**src/rtl/display_scan_ctrl_pkg.sv**
```systemverilog
// Shared types and constants for the 7-segment display scan controller.
// Segment constants are active-high {g,f,e,d,c,b,a}.
package display_scan_ctrl_pkg;

    localparam int unsigned FRAME_W = 16;

    typedef enum logic [2:0] {
        StIdle,
        StLoad,
        StShift,
        StLatch,
        StGap
    } scan_state_e;

    localparam logic [6:0] SEG_0 = 7'h3F;
    localparam logic [6:0] SEG_1 = 7'h06;
    localparam logic [6:0] SEG_2 = 7'h5B;
    localparam logic [6:0] SEG_3 = 7'h4F;
    localparam logic [6:0] SEG_4 = 7'h66;
    localparam logic [6:0] SEG_5 = 7'h6D;
    localparam logic [6:0] SEG_6 = 7'h7D;
    localparam logic [6:0] SEG_7 = 7'h07;
    localparam logic [6:0] SEG_8 = 7'h7F;
    localparam logic [6:0] SEG_9 = 7'h6F;
    localparam logic [6:0] SEG_A = 7'h77;
    localparam logic [6:0] SEG_B = 7'h7C;
    localparam logic [6:0] SEG_C = 7'h39;
    localparam logic [6:0] SEG_D = 7'h5E;
    localparam logic [6:0] SEG_E = 7'h79;
    localparam logic [6:0] SEG_F = 7'h71;

    function automatic logic [7:0] sel_onehot(input logic [2:0] idx);
        return 8'h01 << idx;
    endfunction

endpackage

```
**src/rtl/display_scan_ctrl_hex_to_seg7.sv**
```systemverilog
// Combinational hex digit to 7-segment decoder (active-high, no decimal point).
module display_scan_ctrl_hex_to_seg7
    import display_scan_ctrl_pkg::*;
(
    input  logic [3:0] i_hex,
    output logic [6:0] o_seg
);

    always_comb begin
        o_seg = SEG_0;
        unique case (i_hex)
            4'h0: o_seg = SEG_0;
            4'h1: o_seg = SEG_1;
            4'h2: o_seg = SEG_2;
            4'h3: o_seg = SEG_3;
            4'h4: o_seg = SEG_4;
            4'h5: o_seg = SEG_5;
            4'h6: o_seg = SEG_6;
            4'h7: o_seg = SEG_7;
            4'h8: o_seg = SEG_8;
            4'h9: o_seg = SEG_9;
            4'hA: o_seg = SEG_A;
            4'hB: o_seg = SEG_B;
            4'hC: o_seg = SEG_C;
            4'hD: o_seg = SEG_D;
            4'hE: o_seg = SEG_E;
            4'hF: o_seg = SEG_F;
        endcase
    end

endmodule

```
**src/rtl/display_scan_ctrl.sv**
```systemverilog
// Scan scheduler for a multiplexed 7-segment display: shifts one {seg, sel} frame
// per digit over sclk/cs/sdo, pulses dclk, and cycles through all digits forever.
module display_scan_ctrl
    import display_scan_ctrl_pkg::*;
#(
    parameter int unsigned N_DIGITS = 4,
    parameter int unsigned SCLK_DIV = 256,
    parameter int unsigned GAP_BITS = 2
) (
    input  logic                  i_clk,
    input  logic                  i_rst,
    input  logic [4*N_DIGITS-1:0] i_digits,
    input  logic [N_DIGITS-1:0]   i_dp,
    input  logic [N_DIGITS-1:0]   i_blank,
    input  logic                  i_update,
    output logic                  o_sclk,
    output logic                  o_cs,
    output logic                  o_sdo,
    output logic                  o_dclk,
    output logic                  o_busy
);

    localparam int unsigned IDX_W     = (N_DIGITS > 1) ? $clog2(N_DIGITS) : 1;
    localparam int unsigned DIV_W     = (SCLK_DIV > 1) ? $clog2(SCLK_DIV) : 1;
    localparam int unsigned GAP_TICKS = 2 * GAP_BITS;
    localparam int unsigned GAP_LAST  = (GAP_TICKS > 0) ? GAP_TICKS - 1 : 0;
    localparam int unsigned WAIT_W    = $clog2(GAP_TICKS + 2);
    localparam int unsigned DIG_W     = 4 * N_DIGITS;

    logic [DIV_W-1:0]   r_div_cnt;
    logic               w_tick;
    scan_state_e        r_state, w_state_nxt;
    logic [FRAME_W-1:0] r_shift, w_shift_nxt;
    logic [3:0]         r_bit_cnt, w_bit_cnt_nxt;
    logic [WAIT_W-1:0]  r_wait_cnt, w_wait_nxt;
    logic [IDX_W-1:0]   r_idx, w_idx_nxt, w_idx_inc;
    logic               r_sclk, w_sclk_nxt;
    logic               r_cs, w_cs_nxt;
    logic               r_sdo, w_sdo_nxt;
    logic               r_dclk, w_dclk_nxt;
    logic               w_idx_last, w_wrap;

    logic [DIG_W-1:0]    r_stage_digits, r_shadow_digits;
    logic [N_DIGITS-1:0] r_stage_dp, r_shadow_dp;
    logic [N_DIGITS-1:0] r_stage_blank, r_shadow_blank;
    logic                r_pending;

    logic [3:0]         w_cur_hex;
    logic               w_cur_dp, w_cur_blank;
    logic [6:0]         w_seg7;
    logic [7:0]         w_seg_byte;
    logic [FRAME_W-1:0] w_frame;

    assign w_tick = (r_div_cnt == DIV_W'(SCLK_DIV - 1));

    always_ff @(posedge i_clk or posedge i_rst) begin
        if (i_rst) begin
            r_div_cnt <= '0;
        end else if (w_tick) begin
            r_div_cnt <= '0;
        end else begin
            r_div_cnt <= r_div_cnt + 1'b1;
        end
    end

    always_comb begin
        w_cur_hex   = 4'h0;
        w_cur_dp    = 1'b0;
        w_cur_blank = 1'b0;
        for (int i = 0; i < N_DIGITS; i++) begin
            if (IDX_W'(i) == r_idx) begin
                w_cur_hex   = r_shadow_digits[4*i +: 4];
                w_cur_dp    = r_shadow_dp[i];
                w_cur_blank = r_shadow_blank[i];
            end
        end
    end

    display_scan_ctrl_hex_to_seg7 u_hex_to_seg7 (
        .i_hex (w_cur_hex),
        .o_seg (w_seg7)
    );

    assign w_seg_byte = w_cur_blank ? 8'h00 : {w_cur_dp, w_seg7};
    assign w_frame    = {w_seg_byte, sel_onehot(3'(r_idx))};
    assign w_idx_last = (r_idx == IDX_W'(N_DIGITS - 1));
    assign w_idx_inc  = w_idx_last ? '0 : r_idx + 1'b1;

    always_ff @(posedge i_clk or posedge i_rst) begin
        if (i_rst) begin
            r_state    <= StIdle;
            r_shift    <= '0;
            r_bit_cnt  <= '0;
            r_wait_cnt <= '0;
            r_idx      <= '0;
            r_sclk     <= 1'b0;
            r_cs       <= 1'b0;
            r_sdo      <= 1'b0;
            r_dclk     <= 1'b0;
        end else begin
            r_state    <= w_state_nxt;
            r_shift    <= w_shift_nxt;
            r_bit_cnt  <= w_bit_cnt_nxt;
            r_wait_cnt <= w_wait_nxt;
            r_idx      <= w_idx_nxt;
            r_sclk     <= w_sclk_nxt;
            r_cs       <= w_cs_nxt;
            r_sdo      <= w_sdo_nxt;
            r_dclk     <= w_dclk_nxt;
        end
    end

    always_comb begin
        w_state_nxt   = r_state;
        w_shift_nxt   = r_shift;
        w_bit_cnt_nxt = r_bit_cnt;
        w_wait_nxt    = r_wait_cnt;
        w_idx_nxt     = r_idx;
        w_sclk_nxt    = r_sclk;
        w_cs_nxt      = r_cs;
        w_sdo_nxt     = r_sdo;
        w_dclk_nxt    = r_dclk;
        w_wrap        = 1'b0;
        if (w_tick) begin
            unique case (r_state)
                StIdle: w_state_nxt = StLoad;
                StLoad: begin
                    w_shift_nxt   = w_frame;
                    w_bit_cnt_nxt = 4'(FRAME_W - 1);
                    w_cs_nxt      = 1'b1;
                    w_sdo_nxt     = w_frame[FRAME_W-1];
                    w_state_nxt   = StShift;
                end
                StShift: begin
                    if (!r_sclk) begin
                        w_sclk_nxt = 1'b1;
                    end else begin
                        w_sclk_nxt = 1'b0;
                        if (r_bit_cnt == 4'd0) begin
                            // cs drops on the same edge dclk rises, so the two never overlap
                            w_cs_nxt    = 1'b0;
                            w_sdo_nxt   = 1'b0;
                            w_dclk_nxt  = 1'b1;
                            w_wait_nxt  = '0;
                            w_state_nxt = StLatch;
                        end else begin
                            w_bit_cnt_nxt = r_bit_cnt - 1'b1;
                            w_shift_nxt   = {r_shift[FRAME_W-2:0], 1'b0};
                            w_sdo_nxt     = r_shift[FRAME_W-2];
                        end
                    end
                end
                StLatch: begin
                    if (r_wait_cnt == WAIT_W'(1)) begin
                        w_dclk_nxt = 1'b0;
                        w_wait_nxt = '0;
                        if (GAP_TICKS == 0) begin
                            w_idx_nxt   = w_idx_inc;
                            w_wrap      = w_idx_last;
                            w_state_nxt = StLoad;
                        end else begin
                            w_state_nxt = StGap;
                        end
                    end else begin
                        w_wait_nxt = r_wait_cnt + 1'b1;
                    end
                end
                StGap: begin
                    if (r_wait_cnt == WAIT_W'(GAP_LAST)) begin
                        w_idx_nxt   = w_idx_inc;
                        w_wrap      = w_idx_last;
                        w_state_nxt = StLoad;
                    end else begin
                        w_wait_nxt = r_wait_cnt + 1'b1;
                    end
                end
                default: w_state_nxt = StIdle;
            endcase
        end
    end

    // Shadow only changes at the wrap to digit 0, so one scan never mixes old and new values.
    always_ff @(posedge i_clk or posedge i_rst) begin
        if (i_rst) begin
            r_stage_digits  <= '0;
            r_stage_dp      <= '0;
            r_stage_blank   <= '0;
            r_shadow_digits <= '0;
            r_shadow_dp     <= '0;
            r_shadow_blank  <= '0;
            r_pending       <= 1'b0;
        end else begin
            if (w_wrap && r_pending) begin
                r_shadow_digits <= r_stage_digits;
                r_shadow_dp     <= r_stage_dp;
                r_shadow_blank  <= r_stage_blank;
            end
            if (i_update) begin
                r_stage_digits <= i_digits;
                r_stage_dp     <= i_dp;
                r_stage_blank  <= i_blank;
                r_pending      <= 1'b1;
            end else if (w_wrap) begin
                r_pending <= 1'b0;
            end
        end
    end

    assign o_sclk = r_sclk;
    assign o_cs   = r_cs;
    assign o_sdo  = r_sdo;
    assign o_dclk = r_dclk;
    assign o_busy = (r_state != StIdle);

endmodule

```
**config.mk**
```make
export PLATFORM = sky130hd
export DESIGN_NAME = display_scan_ctrl
export DESIGN_NICKNAME = d
export VERILOG_FILES = /design/src/rtl/display_scan_ctrl_pkg.sv /design/src/rtl/display_scan_ctrl_hex_to_seg7.sv /design/src/rtl/display_scan_ctrl.sv
export SDC_FILE = /design/constraint.sdc
export NUM_CORES = 1
export LEC_CHECK = 0
export ABC_CLOCK_PERIOD_IN_PS = 6500
export CORE_UTILIZATION = 35
export CTS_CLUSTER_DIAMETER = 80
export DETAILED_ROUTE_END_ITERATION = 10
export DONT_BUFFER_PORTS = 1
export PLACE_DENSITY_LB_ADDON = 0.3
export SLEW_MARGIN = 20
export SYNTH_ARGS = -nofsm -noshare
export SYNTH_HDL_FRONTEND = slang
export SYNTH_SLANG_ARGS = --single-unit
export TNS_END_PERCENT = 1
```
**constraint.sdc**
```tcl
create_clock -name i_clk -period 6.5 [get_ports i_clk]
set_input_delay 0.975 -clock i_clk [delete_from_list [all_inputs] [get_ports i_clk]]
set_output_delay 0.975 -clock i_clk [all_outputs]
set_load 0.02 [all_outputs]
```
======== Word-level counts from Yosys, hierarchy flattened ========
Memories as Yosys holds them, arrays and structs flattened.
Index checks and enable logic that the tools add are counted.
word-level totals
  input bits .............................. 27
  output and inout port bits .............. 5
  bits in registers ....................... 88
  word-level logic and storage cells ...... 104
  memories ................................ 1
  ROM bits ................................ 112
cells by class
  add/sub/neg operators ................... 4
  shift-type cells ........................ 1
  eq/ne operators ......................... 17
  reduce and logical (&&, ||, !) cells .... 17
  multiplexer cells ....................... 47
memory list
  memory            depth  width  read ports  clocked after Yosys merged registers in  wr ports  line                                 source
  (name not given)  16     7      1           0                                        0         display_scan_ctrl_hex_to_seg7.sv:11  unique case (i_hex)
operators with widths
  cell                                                                   count
  15-bit two-way mux                                                     2
  15-bit case mux with 2 select lines                                    1
  3-bit two-way mux                                                      8
  4-bit two-way mux                                                      6
  1-bit two-way mux                                                      21
  8-bit two-way mux                                                      2
  3-bit case mux with 5 select lines                                     1
  5-bit AND reduction                                                    3
  2-bit != test, second input constant                                   6
  3-bit by 2-bit equality test with 1-bit output, second input constant  3
  3-bit case mux with 3 select lines                                     1
  8-bit by 1-bit adder with 8-bit output, second input constant          1
  8-bit equality test, second input constant                             1
  4-bit case mux with 2 select lines                                     1
  4-bit AND reduction                                                    2
  1-bit by 2-bit left shift with 8-bit output, first input constant      1
  3-bit by 1-bit equality test with 1-bit output, second input constant  2
  1-bit case mux with 2 select lines                                     3
  3-bit AND reduction                                                    2
  2-bit nonzero test                                                     3
  3-bit nonzero test                                                     2
  2-bit equality test, first input constant                              2
  4-bit zero test                                                        1
  4-bit by 1-bit subtractor with 4-bit output, second input constant     1
  other kinds (10)                                                       10

======== Logic depth before layout (Yosys ltp) ========
Gate-level depths: netlist of run 1.
An unclocked memory read counts as a cell.
  depth after elaboration ................. 8
  mapped depth ............................ 11
  mapped depth without buffers ............ 10

======== Cells and area by module ========
A second synthesis of run 1 with hierarchy kept.
second synthesis, totals
  cell total of the unflattened synthesis .. 376
  area total of the unflattened synthesis .. 4488.1 um^2
by module, submodules not included
  module                         area an instance (um^2)  times used  cells an instance  seq. area each (um^2)
  display_scan_ctrl              4197.8                   1           343                2202.1
  display_scan_ctrl_hex_to_seg7  290.3                    1           33                 0.0

======== Least setup slack after synthesis of run 1 ========
OpenSTA, ideal clock, no wires.
  path type ............................... reg-to-reg
  from .................................... reg r_idx[0]
  to ...................................... reg r_shift[9]
  arrival ................................. 2.557 ns
  setup time .............................. 0.132 ns
  buffers on the path ..................... 1
  setup slack ............................. 3.811 ns
  cell stages (with the launch flop) ...... 11
  cells stage by stage .................... dfrtp_1 inv_1 ha_1 clkbuf_1 a211oi_1 a211oi_1 inv_1 ha_1 o21a_1 a221oi_1 a21oi_1
between the ends
  cells in the longest elaborated chain, start to end .. 8
RTL lines
  what                                     line                      source
  start: declaration                       display_scan_ctrl.sv:36   logic [IDX_W-1:0] r_idx, w_idx_nxt, w_idx_inc;
  start signal: assignment                 display_scan_ctrl.sv:105  r_idx <= w_idx_nxt;
  2-bit zero test                          display_scan_ctrl.sv:71   if (IDX_W'(i) == r_idx) begin
  4-bit two-way mux (4 in series)          display_scan_ctrl.sv:71
  memory read 16 x 7 bit                   -
  8-bit two-way mux (*)                    display_scan_ctrl.sv:84   assign w_seg_byte = w_cur_blank ? 8'h00 : {w_cur_dp, w_seg7};
  15-bit case mux with 2 select lines (*)  display_scan_ctrl.sv:125  unique case (r_state)
  end signal: assignment                   display_scan_ctrl.sv:102  r_shift <= w_shift_nxt;
  end: declaration                         display_scan_ctrl.sv:33   logic [FRAME_W-1:0] r_shift, w_shift_nxt;
Mark *: on every way between the ends. The rest lies on a longest branch, timed or not.
A chain may end at the register's enable or synchronous reset.

======== Worst setup path in the final report of run 1 ========
Ends and elaborated chain as after synthesis.

==> key figures, run 1 <==
Synthesis
  – Ys flop type: dfrtp_1
  – Mapped Area: 4404 sq um
  – Post-synth EDFFs: 0
  – Flops & latches, synth: 88
  – Netlist cell types: 56
  – Synth async-reset ratio: 100.0%
  – Warnings, synthesis: 0
  – Sequential share of the synthesized area: 50.00%
  – Syn_nets: 430
  – Post-Syn Instances: 388
  – Average size of a mapped cell: 11.35 sq um

Setup path
  – Crit start category: flop
  – Worst R2R Path Depth: 8
  – Critical Path RT: 6.71 ns
  – Largest stage delay on the critical path: 0.71 ns
  – Kind of critical path: reg -> reg
  – Worst EP arrival: 3.22 ns
  – Critical-path top delay cell: a211oi_1
  – CP cell instances: ha_1 -> a211oi_1 -> a211oi_1 -> inv_1 -> ha_1 -> o21a_1 -> a221oi_1 -> a21oi_1
  – CP max FO: 19
  – Worst Setup End Kind: flop

Finish
  – Area grow syn2layout: 9.631%
  – Ant diodes: 0
  – Share of cells above drive strength 1: around a fifth
  – Post-layout nets: 423
  – Commonest non-fill, non-tap cell in the layout: dfrtp_1
  – Final core occ: 39.70%
  – Most frequent cells in the layout: dfrtp_1, nand2_1, mux2_2

STA
  – Slew headroom: 47.28%
  – Hold Slack: 0.4760 ns
  – Fmax: 331.9 MHz
  – Hold Vio Cnt, Final: 0
  – Post-route setup TNS: 0 ns
  – Final worst setup slack: 3.487 ns
  – Final Cycle Share: 46.35%
  – Final setup fails: 0
  – Final Skew: 0.007032 ns
  – Slew Limit Fails: 0
  – RSZ-0062 raised after global routing: false
  – Fin crit period: 3.013 ns
  – Worst-Margin Slew: 0.7861 ns

Min path
  – Hold Path Depth: 2
  – Worst Hold Class: reg -> reg

CTS
  – # resized after CTS: 0
  – Post-CTS Hold Buffers: 0
  – Skew-Pair Late Insertion Delay: 0.34 ns
  – H-tree depth: 3
  – Setup Fix Bufs, Post-CTS: 0
  – Num CTS Buffers: 9
  – Clock Path Buffers: 2
  – Sink Count: 88
  – Clock root buffer: clkbuf_16
  – Clock Pin Slew Worst Setup and Hold Paths: roughly 0.060 ns
  – TritonCTS clock tree: built

Floorplan
  – Starting Density: 36.21%
  – Die height: 114.2 microns
  – Core Area: 12160 sq um
  – Top Ports: 32
  – Die ar.: 13040 sq um
  – Die Wd: about 110 microns
  – FP Rows: 40

Routing
  – WL/cell: about 15 microns
  – WL final: 8225 microns
  – Final ANT Viol Nets: 0
  – Vias per std cell: 5.036
  – Via Count: 2790
  – DR iter-0 viols: 114
  – DRT Pass-1 Iters: 4
  – DRC violations left: 0

Global route
  – Largest net degree at the start of global routing: 89
  – Total gr overflow: 0
  – Initial antenna violation count: 0
  – Wire length of the first global-routing pass: about 14000 microns
  – Vias in the first global route: 2744
  – Total Routing Usage GR: 13.88%

Power
  – Sequential Power Share: between 50% and 60%
  – Clk pwr share: 47.4%
  – Logic gate share of total power: 2.4%
  – P_int: about 900 uW
  – PD cells: roughly 240 nW/um^2
  – Psw: 225.0 uW
  – Worst-case vdd ir drop: about 170 uV
  – Net Sw Frac: about 20%
  – Leak pwr: 0.002053 uW

Place
  – Hpwl dp: between 5000 and 6000 microns
  – Number of buffers added on ports: 0
  – Setup WS pre-CTS: roughly 3.5 ns
  – GPL Wtd Cong: approximately 0.80

Run status
  – Status: finished, final reports clean

Run
  – Total of max-cap violations: 0
-- synthesized netlist by cell type, types with 5 or more instances --
| cell type | n | area, sq um |
|---|---|---|
| a211oi_1 | 7 | 52.55 |
| a21oi_1 | 19 | 95.09 |
| a31oi_1 | 7 | 43.79 |
| buf_2 | 8 | 40.04 |
| clkbuf_1 | 10 | 37.54 |
| dfrtp_1 | 88 | 2202 |
| ha_1 | 15 | 187.7 |
| inv_1 | 14 | 52.55 |
| mux2_2 | 32 | 360.4 |
| mux2_4 | 20 | 300.3 |
| nand2_1 | 38 | 142.6 |
| nand3_1 | 12 | 60.06 |
| nand3b_1 | 6 | 45.04 |
| nor2_1 | 29 | 108.9 |
| nor2b_1 | 6 | 37.54 |
| nor3_1 | 5 | 25.02 |
| nor3b_1 | 6 | 45.04 |
| o21ai_0 | 12 | 60.06 |
-- registers in the layout, summed over array words and instances (netlist names), 2 cells and up --
register	count
r_shadow_blank	4
r_stage_digits	16
r_shift	15
r_state	3
r_shadow_digits	16
r_bit_cnt	4
r_stage_blank	4
r_stage_dp	4
r_div_cnt	8
r_idx	2
r_shadow_dp	4
r_wait_cnt	3
-- area by class of cell --
| type | instances | area [sq um] |
|---|---|---|
| repair buffers | 3 | 26.28 |
| well taps | 168 | 210.2 |
| inverters | 14 | 53.80 |
| clock inverters | 5 | 81.33 |
| multi-input cells | 265 | 2022 |
| flip-flops and latches | 88 | 2202 |
| clock buffers | 11 | 232.7 |
| fillers | 1180 | 7333 |
-- worst max-delay path, delay by kind of cell (launching register included) --
kind,cells,cell delay [ns]
AO/OA/AOI/OAI,5,1.36
buffers and inverters,1,0.19
flip-flops,1,0.40
adder cells (fa/ha/maj),2,0.94
-- per-layer routing --
metal | up-vias | GRT usage [%] | part of all wire (%)
met4 | 0 | 4.935 | 1.3
met5 | - | 0 | 0
met3 | 8 | 3.759 | 3.5
met1 | 1370 | 18.58 | 48
met2 | 47 | 21.62 | 48
li1 | 1365 | - | -
-- metrics by stage --
stage               total power [uW]  cells  area [sq um]
floorplan                      604.4    388          4404
global placement               608.6    538          4511
detailed placement             610.1    538          4511
CTS                             1159    554          4825
global route                    1189    554          4828
finish                          1139    554          4828
-- cells by family (layout without fill, tap and decap cells) --
family | Yosys count | in the layout | share of synthesized area (%)
buffers and inverters | 35 | 33 | 4.205
XOR/XNOR | 7 | 7 | 1.392
flip-flops | 88 | 88 | 50.00
adder cells (fa/ha/maj) | 15 | 15 | 4.261
multiplexers | 54 | 54 | 15.45
AND/OR/NAND/NOR | 117 | 117 | 13.55
AO/OA/AOI/OAI | 72 | 72 | 11.14
-- power groups by stage --
stage	sequential [uW]	clock [uW]	combinational (uW)
floorplan	578	0	26.5
global placement	581	0	27.9
detailed placement	581	0	28.8
CTS	571	559	28.8
global route	573	585	31.6
finish	571	540	27.9
-- path summary, 6_finish.rpt --
check                      slack (ns)                               to                   start
max                              3.49           r_shift[9]$_DFFE_PP0P_    r_idx[0]$_DFFE_PP0P_
min                              0.48           r_shift[6]$_DFFE_PP0P_  r_shift[6]$_DFFE_PP0P_
max reg2reg                      3.49           r_shift[9]$_DFFE_PP0P_    r_idx[0]$_DFFE_PP0P_
min reg2reg                      0.48           r_shift[6]$_DFFE_PP0P_  r_shift[6]$_DFFE_PP0P_
max in group asynchronous        5.23  r_shadow_digits[14]$_DFFE_PP0P_                   i_rst
min in group asynchronous        0.73        r_stage_dp[2]$_DFFE_PP0P_                   i_rst
Power figures use the tool's default switching activity.
==> inputs of run 2 (changes only) <==
--- a/config.mk
+++ b/config.mk
@@ -5,7 +5,7 @@
 export SDC_FILE = /design/constraint.sdc
 export NUM_CORES = 1
 export LEC_CHECK = 0
-export ABC_CLOCK_PERIOD_IN_PS = 6500
+export ABC_CLOCK_PERIOD_IN_PS = 3100
 export CORE_UTILIZATION = 35
 export CTS_CLUSTER_DIAMETER = 80
 export DETAILED_ROUTE_END_ITERATION = 10
==> constraint.sdc (replaced) <==
create_clock -name i_clk -period 3.1 [get_ports i_clk]
set_input_delay 0.465 -clock i_clk [delete_from_list [all_inputs] [get_ports i_clk]]
set_output_delay 0.465 -clock i_clk [all_outputs]
set_load 0.02 [all_outputs]
==> run 2 against run 1 <==
Power increased by 120%. Clock power increased by 130%. Sequential power increased by 110%. Sequential share of layout area decreased by 0.54 points. Global-route usage increased by 0.12 points. Non-clock buffer count increased by 5. Core utilization increased by 0.47 points. Setup slack got worse by 2.9 ns. Register-to-register slack got worse by 2.9 ns. Fmax increased by 18%. Wire length decreased by 1.4%. Critical path type unchanged. Largest power group is now the clock network. Highest routed layer unchanged.
==> key figures, run 2 (same netlist as run 1, synthesis figures left out) <==
Run status
  – Status: finished, final reports clean (unchanged)

Floorplan
  – FP Rows: 40 (unchanged)
  – Die height: 114.2 microns (unchanged)
  – Starting Density: 36.21% (unchanged)
  – Core Area: 12160 sq um (unchanged)
  – Die Wd: 114.2 microns (unchanged)
  – Die ar.: 13040 sq um (unchanged)
  – Top Ports: 32 (unchanged)

STA
  – Slew Limit Fails: 0 (unchanged)
  – Final setup fails: 0 (unchanged)
  – Hold Vio Cnt, Final: 0 (unchanged)
  – Slew headroom: 46.52% (was 47.28%)
  – Final Cycle Share: 82.31% (was 46.35%)
  – Fin crit period: 2.552 ns (was 3.013 ns)
  – Post-route setup TNS: 0 ns (unchanged)
  – RSZ-0062 raised after global routing: false (unchanged)
  – Worst-Margin Slew: 0.8012 ns (was 0.7861 ns)
  – Final Skew: 0.006070 ns (was 0.007032 ns)
  – Hold Slack: 0.1351 ns (was 0.4760 ns)
  – Fmax: 391.9 MHz (was 331.9 MHz)

Routing
  – WL final: 8113 microns (was 8225 microns)
  – Vias per std cell: 4.980 (was 5.036)
  – Final ANT Viol Nets: 0 (unchanged)
  – Via Count: 2784 (was 2790)
  – DR iter-0 viols: 80 (was 114)
  – DRT Pass-1 Iters: 4 (unchanged)
  – WL/cell: 14.51 microns (was 14.85 microns)
  – DRC violations left: 0 (unchanged)

Global route
  – Initial antenna violation count: 0 (unchanged)
  – Total gr overflow: 0 (unchanged)
  – Largest net degree at the start of global routing: 48 (was 89)
  – Total Routing Usage GR: 14.01% (was 13.88%)
  – Wire length of the first global-routing pass: 14270 microns (was 14110 microns)
  – Vias in the first global route: 2868 (was 2744)

Finish
  – Post-layout nets: 428 (was 423)
  – Biggest regs: r_shadow_digits x16, r_stage_digits x16, r_shift x15 (unchanged)
  – Ant diodes: 0 (unchanged)
  – Final core occ: 40.17% (was 39.70%)
  – Area grow syn2layout: 10.94% (was 9.631%)
  – Commonest non-fill, non-tap cell in the layout: dfrtp_1 (unchanged)
  – Most frequent cells in the layout: dfrtp_1, nand2_1, mux2_2 (unchanged)
  – Share of cells above drive strength 1: 21.48% (was 20.73%)

CTS
  – Clock Pin Slew Worst Setup and Hold Paths: 0.06 ns (about the same)
  – TritonCTS clock tree: built (unchanged)
  – # resized after CTS: 0 (unchanged)
  – Num CTS Buffers: 9 (unchanged)
  – Post-CTS Hold Buffers: 0 (unchanged)
  – Skew-Pair Late Insertion Delay: 0.34 ns (about the same)
  – Sink Count: 88 (unchanged)
  – Clock Path Buffers: 2 (unchanged)
  – Setup Fix Bufs, Post-CTS: 0 (unchanged)
  – H-tree depth: 3 (unchanged)
  – Clock root buffer: clkbuf_16 (unchanged)

Place
  – GPL Wtd Cong: 0.7904 (was 0.8034)
  – Number of buffers added on ports: 0 (unchanged)
  – Hpwl dp: 5812 microns (was 5673 microns)

Setup path
  – Worst path top cell family by delay: compound AO/OA/AOI/OAI gates (unchanged)
  – CP Buf/Inv Count: 3 (was 1)
  – Largest stage delay on the critical path: 0.42 ns (was 0.71 ns)
  – CP max FO: 12 (was 19)
  – Crit start category: flop (unchanged)
  – Worst Setup End Kind: flop (unchanged)
  – Worst EP arrival: 2.76 ns (was 3.22 ns)
  – Reg-to-Reg Start: r_idx[0]$_DFFE_PP0P_ (unchanged)
  – Kind of critical path: reg -> reg (unchanged)
  – Critical-path top delay cell: dfrtp_1 (was a211oi_1)
  – Worst R2R Path Depth: 10 (was 8)
  – FF-to-FF End: r_shift[9]$_DFFE_PP0P_ (unchanged)
  – Reg2Reg Setup Slack: 0.55 ns (was 3.49 ns)
  – Critical Path RT: 3.31 ns (was 6.71 ns)
  – CP cell instances: inv_1 -> ha_1 -> a211oi_1 -> a211oi_1 -> buf_4 -> inv_1 -> ha_1 -> o21a_1 -> a221oi_1 -> a21oi_1 (was ha_1 -> a211oi_1 -> a211oi_1 -> inv_1 -> ha_1 -> o21a_1 -> a221oi_1 -> a21oi_1)

Power
  – Worst-case vdd ir drop: 312.6 uV (was 173.0 uV)
  – Power Total: 2496 uW (was 1139 uW)
  – PD cells: 510.8 nW/um^2 (was 235.9 nW/um^2)
  – Leak pwr: 0.002092 uW (was 0.002053 uW)

Run
  – Total of max-cap violations: 0 (unchanged)

Min path
  – Worst Hold Class: in -> async (was reg -> reg)
==> run 2: cell count changes in the layout (fill, tap and decap cells not counted) <==
| cell | before | now |
|---|---|---|
| buf_4 | 2 | 8 |
| buf_6 | 1 | 0 |
| bufinv_16 | 2 | 3 |
| clkbuf_1 | 2 | 3 |
| clkinv_2 | 2 | 1 |
| clkinv_4 | 1 | 0 |
| clkinvlp_4 | 1 | 0 |
| inv_8 | 0 | 1 |
==> run 2: how the worst max path moves through the flow <==
stage	from	to	slack [ns]	depth (start not counted)
after global placement	r_idx[0]$_DFFE_PP0P_	r_shift[8]$_DFFE_PP0P_	0.66	9
after detailed placement	r_idx[1]$_DFFE_PP0P_	r_shift[9]$_DFFE_PP0P_	0.55	10
after global routing	r_idx[0]$_DFFE_PP0P_	r_shift[8]$_DFFE_PP0P_	0.26	9
after CTS	r_idx[1]$_DFFE_PP0P_	r_shift[9]$_DFFE_PP0P_	0.54	10
after floorplan	i_rst	o_cs$_DFFE_PP0P_	0.36	1
final	r_idx[0]$_DFFE_PP0P_	r_shift[9]$_DFFE_PP0P_	0.55	10
==> run 2: power breakdown <==
part           switching [uW]  internal [uW]  total (uW)  leakage [uW]
Combinational            28.2           30.7        58.9      0.000774
Clock                     445            795        1240      0.000163
Sequential               17.1           1180        1200       0.00116
==> run 2: layout make-up <==
| class | instances | area (sq um) |
|---|---|---|
| flip-flops and latches | 88 | 2202 |
| fillers | 1174 | 7276 |
| clock buffers | 12 | 236.5 |
| repair buffers | 8 | 60.06 |
| inverters | 14 | 53.80 |
| multi-input cells | 265 | 2022 |
| well taps | 168 | 210.2 |
| clock inverters | 4 | 101.3 |
==> run 2: stage by stage <==
step / setup WS [ns] / cell area, sq um / std cells
after detailed placement: 0.5490 / 4548 / 543
final: 0.5484 / 4886 / 559
after global placement: 0.6595 / 4548 / 543
after CTS: 0.5389 / 4886 / 559
after global routing: 0.2650 / 4886 / 559
after floorplan: 0.3564 / 4404 / 388
==> run 2: layer usage <==
layer | up-vias | global-route usage [%] | part of all wire, %
met5 | - | 0 | 0
met4 | 0 | 6.234 | 1.4
met3 | 10 | 2.859 | 2.3
met2 | 33 | 21.54 | 45
met1 | 1370 | 19.12 | 51
li1 | 1371 | - | -
==> inputs of run 3 (changes only) <==
--- a/config.mk
+++ b/config.mk
@@ -5,7 +5,7 @@
 export SDC_FILE = /design/constraint.sdc
 export NUM_CORES = 1
 export LEC_CHECK = 0
-export ABC_CLOCK_PERIOD_IN_PS = 3100
+export ABC_CLOCK_PERIOD_IN_PS = 2200
 export CORE_UTILIZATION = 35
 export CTS_CLUSTER_DIAMETER = 80
 export DETAILED_ROUTE_END_ITERATION = 10
==> constraint.sdc (replaced) <==
create_clock -name i_clk -period 2.2 [get_ports i_clk]
set_input_delay 0.33 -clock i_clk [delete_from_list [all_inputs] [get_ports i_clk]]
set_output_delay 0.33 -clock i_clk [all_outputs]
set_load 0.02 [all_outputs]
==> run 3 against run 2 <==
The flow now finishes with violations (hold timing, setup timing). Cell count up 5.7%. Clock skew rose by 0.0048 ns. Clock power is 31% higher. Wire length increased by 5.1%. Register-to-register slack got worse by 0.55 ns. Critical path depth is 2 lower. Fmax is 16% higher. Power is 36% higher. Critical path type unchanged. Critical endpoint is now r_shift[14]$_DFFE_PP0P_. Largest cell class is now multi-input gates.
==> key figures, run 3 (same netlist as run 1, synthesis figures left out) <==
Finish
  – Area grow syn2layout: 21.68% (was 10.94%)
  – Most frequent cells in the layout: dfrtp_1, nand2_1, buf_4 (was dfrtp_1, nand2_1, mux2_2)
  – Post-layout nets: 461 (was 428)
  – Area of the multi-input gates: 2217 sq um (was 2022 sq um)
  – Commonest non-fill, non-tap cell in the layout: dfrtp_1 (unchanged)
  – Biggest regs: r_shadow_digits x16, r_stage_digits x16, r_shift x15 (unchanged)
  – Ant diodes: 0 (unchanged)
  – Register area: 2203 sq um (was 2202 sq um)
  – Share of cells above drive strength 1: 34.28% (was 21.48%)
  – Fillers: 1127 (was 1174)

STA
  – Final worst setup slack: -0.0005946 ns (was 0.5484 ns)
  – Final Skew: 0.01086 ns (was 0.006070 ns)
  – Fin crit period: 2.201 ns (was 2.552 ns)
  – Final Cycle Share: 100.0% (was 82.31%)
  – Fmax: 454.4 MHz (was 391.9 MHz)
  – Slew headroom: 67.82% (was 46.52%)
  – Hold Slack: -0.01333 ns (was 0.1351 ns)
  – Final setup fails: 1 (was 0)
  – Post-route setup TNS: -0.0005946 ns (was 0 ns)
  – Slew Limit Fails: 0 (unchanged)
  – RSZ-0062 raised after global routing: true (was false)
  – Worst-Margin Slew: 0.4826 ns (was 0.8012 ns)
  – Hold Vio Cnt, Final: 22 (was 0)

Place
  – GPL Wtd Cong: 0.8171 (was 0.7904)
  – Setup WS pre-CTS: -0.07274 ns (was 0.5490 ns)
  – Hpwl dp: 5900 microns (was 5812 microns)
  – Number of buffers added on ports: 0 (unchanged)

Setup path
  – Crit start category: flop (unchanged)
  – Most frequent CP cell: buf_6
  – Worst R2R Path Depth: 8 (was 10)
  – CP max FO: 6 (was 12)
  – Kind of critical path: reg -> reg (unchanged)
  – CP cell instances: ha_4 -> buf_6 -> nand3b_1 -> a311o_1 -> buf_6 -> mux2i_1 -> o211ai_1 -> a21oi_1 (was inv_1 -> ha_1 -> a211oi_1 -> a211oi_1 -> buf_4 -> inv_1 -> ha_1 -> o21a_1 -> a221oi_1 -> a21oi_1)
  – Largest stage delay on the critical path: 0.47 ns (was 0.42 ns)
  – Critical-path top delay cell: dfrtp_2 (was dfrtp_1)
  – Worst Setup End Kind: flop (unchanged)
  – Critical Path RT: 2.42 ns (was 3.31 ns)
  – Worst EP arrival: 2.42 ns (was 2.76 ns)

Routing
  – WL/cell: 14.42 microns (was 14.51 microns)
  – Via Count: 2979 (was 2784)
  – Final ANT Viol Nets: 0 (unchanged)
  – DRC violations left: 0 (unchanged)
  – WL final: 8523 microns (was 8113 microns)
  – Vias per std cell: 5.041 (was 4.980)
  – DRT Pass-1 Iters: 4 (unchanged)
  – DR iter-0 viols: 111 (was 80)

Power
  – Net Sw Frac: 20.43% (was 19.66%)
  – Leak pwr: 0.002290 uW (was 0.002092 uW)
  – PD cells: 634.0 nW/um^2 (was 510.8 nW/um^2)
  – P_int: 2703 uW (was 2005 uW)
  – Sequential Power Share: 49.7% (was 48.0%)
  – Worst-case vdd ir drop: 592.5 uV (was 312.6 uV)
  – Logic gate share of total power: 2.5% (was 2.4%)
  – Clk pwr share: 47.8% (was 49.7%)
  – Psw: 694.0 uW (was 490.6 uW)

Global route
  – Total Routing Usage GR: 14.27% (was 14.01%)
  – Largest net degree at the start of global routing: 89 (was 48)
  – Total gr overflow: 0 (unchanged)
  – Wire length of the first global-routing pass: 14800 microns (was 14270 microns)
  – Vias in the first global route: 3087 (was 2868)
  – Initial antenna violation count: 0 (unchanged)

Floorplan
  – Top Ports: 32 (unchanged)
  – Die height: 114.2 microns (unchanged)
  – Starting Density: 36.21% (unchanged)
  – Die Wd: 114.2 microns (unchanged)
  – FP Rows: 40 (unchanged)
  – Core Area: 12160 sq um (unchanged)
  – Die ar.: 13040 sq um (unchanged)

CTS
  – Clock root buffer: clkbuf_16 (unchanged)
  – Sink Count: 88 (unchanged)
  – Post-CTS Hold Buffers: 0 (unchanged)
  – Num CTS Buffers: 9 (unchanged)
  – Clock Pin Slew Worst Setup and Hold Paths: 0.06 ns (about the same)
  – H-tree depth: 3 (unchanged)
  – Clock Path Buffers: 2 (unchanged)
  – Skew-Pair Late Insertion Delay: 0.34 ns (about the same)
  – TritonCTS clock tree: built (unchanged)

Run status
  – Failing checks: hold timing, setup timing
  – Status: finished, violations left (was finished, final reports clean)

Run
  – Total of max-cap violations: 0 (unchanged)

Min path
  – Worst Hold Class: in -> async (unchanged)
## run 3: what timing repair did
item,CTS,global route
hold endpoints to repair,0,0
buffers inserted,4,5
resized for setup,13,28
pin swaps,1,12
endpoints found under the setup margin,5,6
cloned,0,0
## run 3: power by group through the flow
stage	Clock, uW	Combinational [uW]	Sequential (uW)
2_1_floorplan	0	78.6	1710
6_report	1630	84.9	1690
4_1_cts	1660	88.5	1690
5_1_grt	1720	97.3	1690
3_3_place_gp	0	87.1	1720
3_5_place_dp	0	89.4	1720
## run 3: final cells by class
class | count | share of cell area (%)
flip-flops and latches | 88 | 41.12
clock inverters | 6 | 1.704
multi-input cells | 265 | 41.37
inverters | 14 | 1.097
well taps | 168 | 3.922
repair buffers | 41 | 6.584
clock buffers | 9 | 4.203
## run 3: worst paths after layout
path                                   startpoint                       end  slack (ns)
setup / recovery             r_idx[0]$_DFFE_PP0P_   r_shift[14]$_DFFE_PP0P_     -0.0006
setup reg to reg             r_idx[0]$_DFFE_PP0P_   r_shift[14]$_DFFE_PP0P_     -0.0006
hold / removal                              i_rst  r_bit_cnt[0]$_DFFE_PP0P_       -0.01
hold reg to reg            r_shift[5]$_DFFE_PP0P_    r_shift[5]$_DFFE_PP0P_        0.47
max in group asynchronous                   i_rst      r_idx[0]$_DFFE_PP0P_        1.82
min in group i_clk                       i_update     r_pending$_DFFE_PP0P_        0.10
## run 3: through the flow
step | area [sq um] | util, % | std cells | power (uW)
finish | 5359 | 44.06 | 591 | 3397
detailed placement | 4761 | 39.15 | 567 | 1808
global route | 5359 | 44.06 | 591 | 3510
global placement | 4761 | 39.15 | 567 | 1803
floorplan | 4413 | - | 388 | 1786
CTS | 5167 | 42.49 | 586 | 3434
## run 3: metal layers
layer  vias to the layer above  global-route usage (%)  part of all wire [%]
li1                       1442                       -                     -
met5                         -                       0                     0
met1                      1480                   18.92                    48
met3                         8                   3.653                   3.4
met4                         0                   4.502                   1.1
met2                        49                   22.87                    48
## run 3: worst max-delay path, delay by kind of cell (launching register included)
| kind | cells | cell delay [ns] |
|---|---|---|
| compound gates | 3 | 0.79 |
| fa+ha+maj | 1 | 0.21 |
| buf+inv | 2 | 0.29 |
| flops | 1 | 0.47 |
| mux | 1 | 0.11 |
| simple gates | 1 | 0.21 |
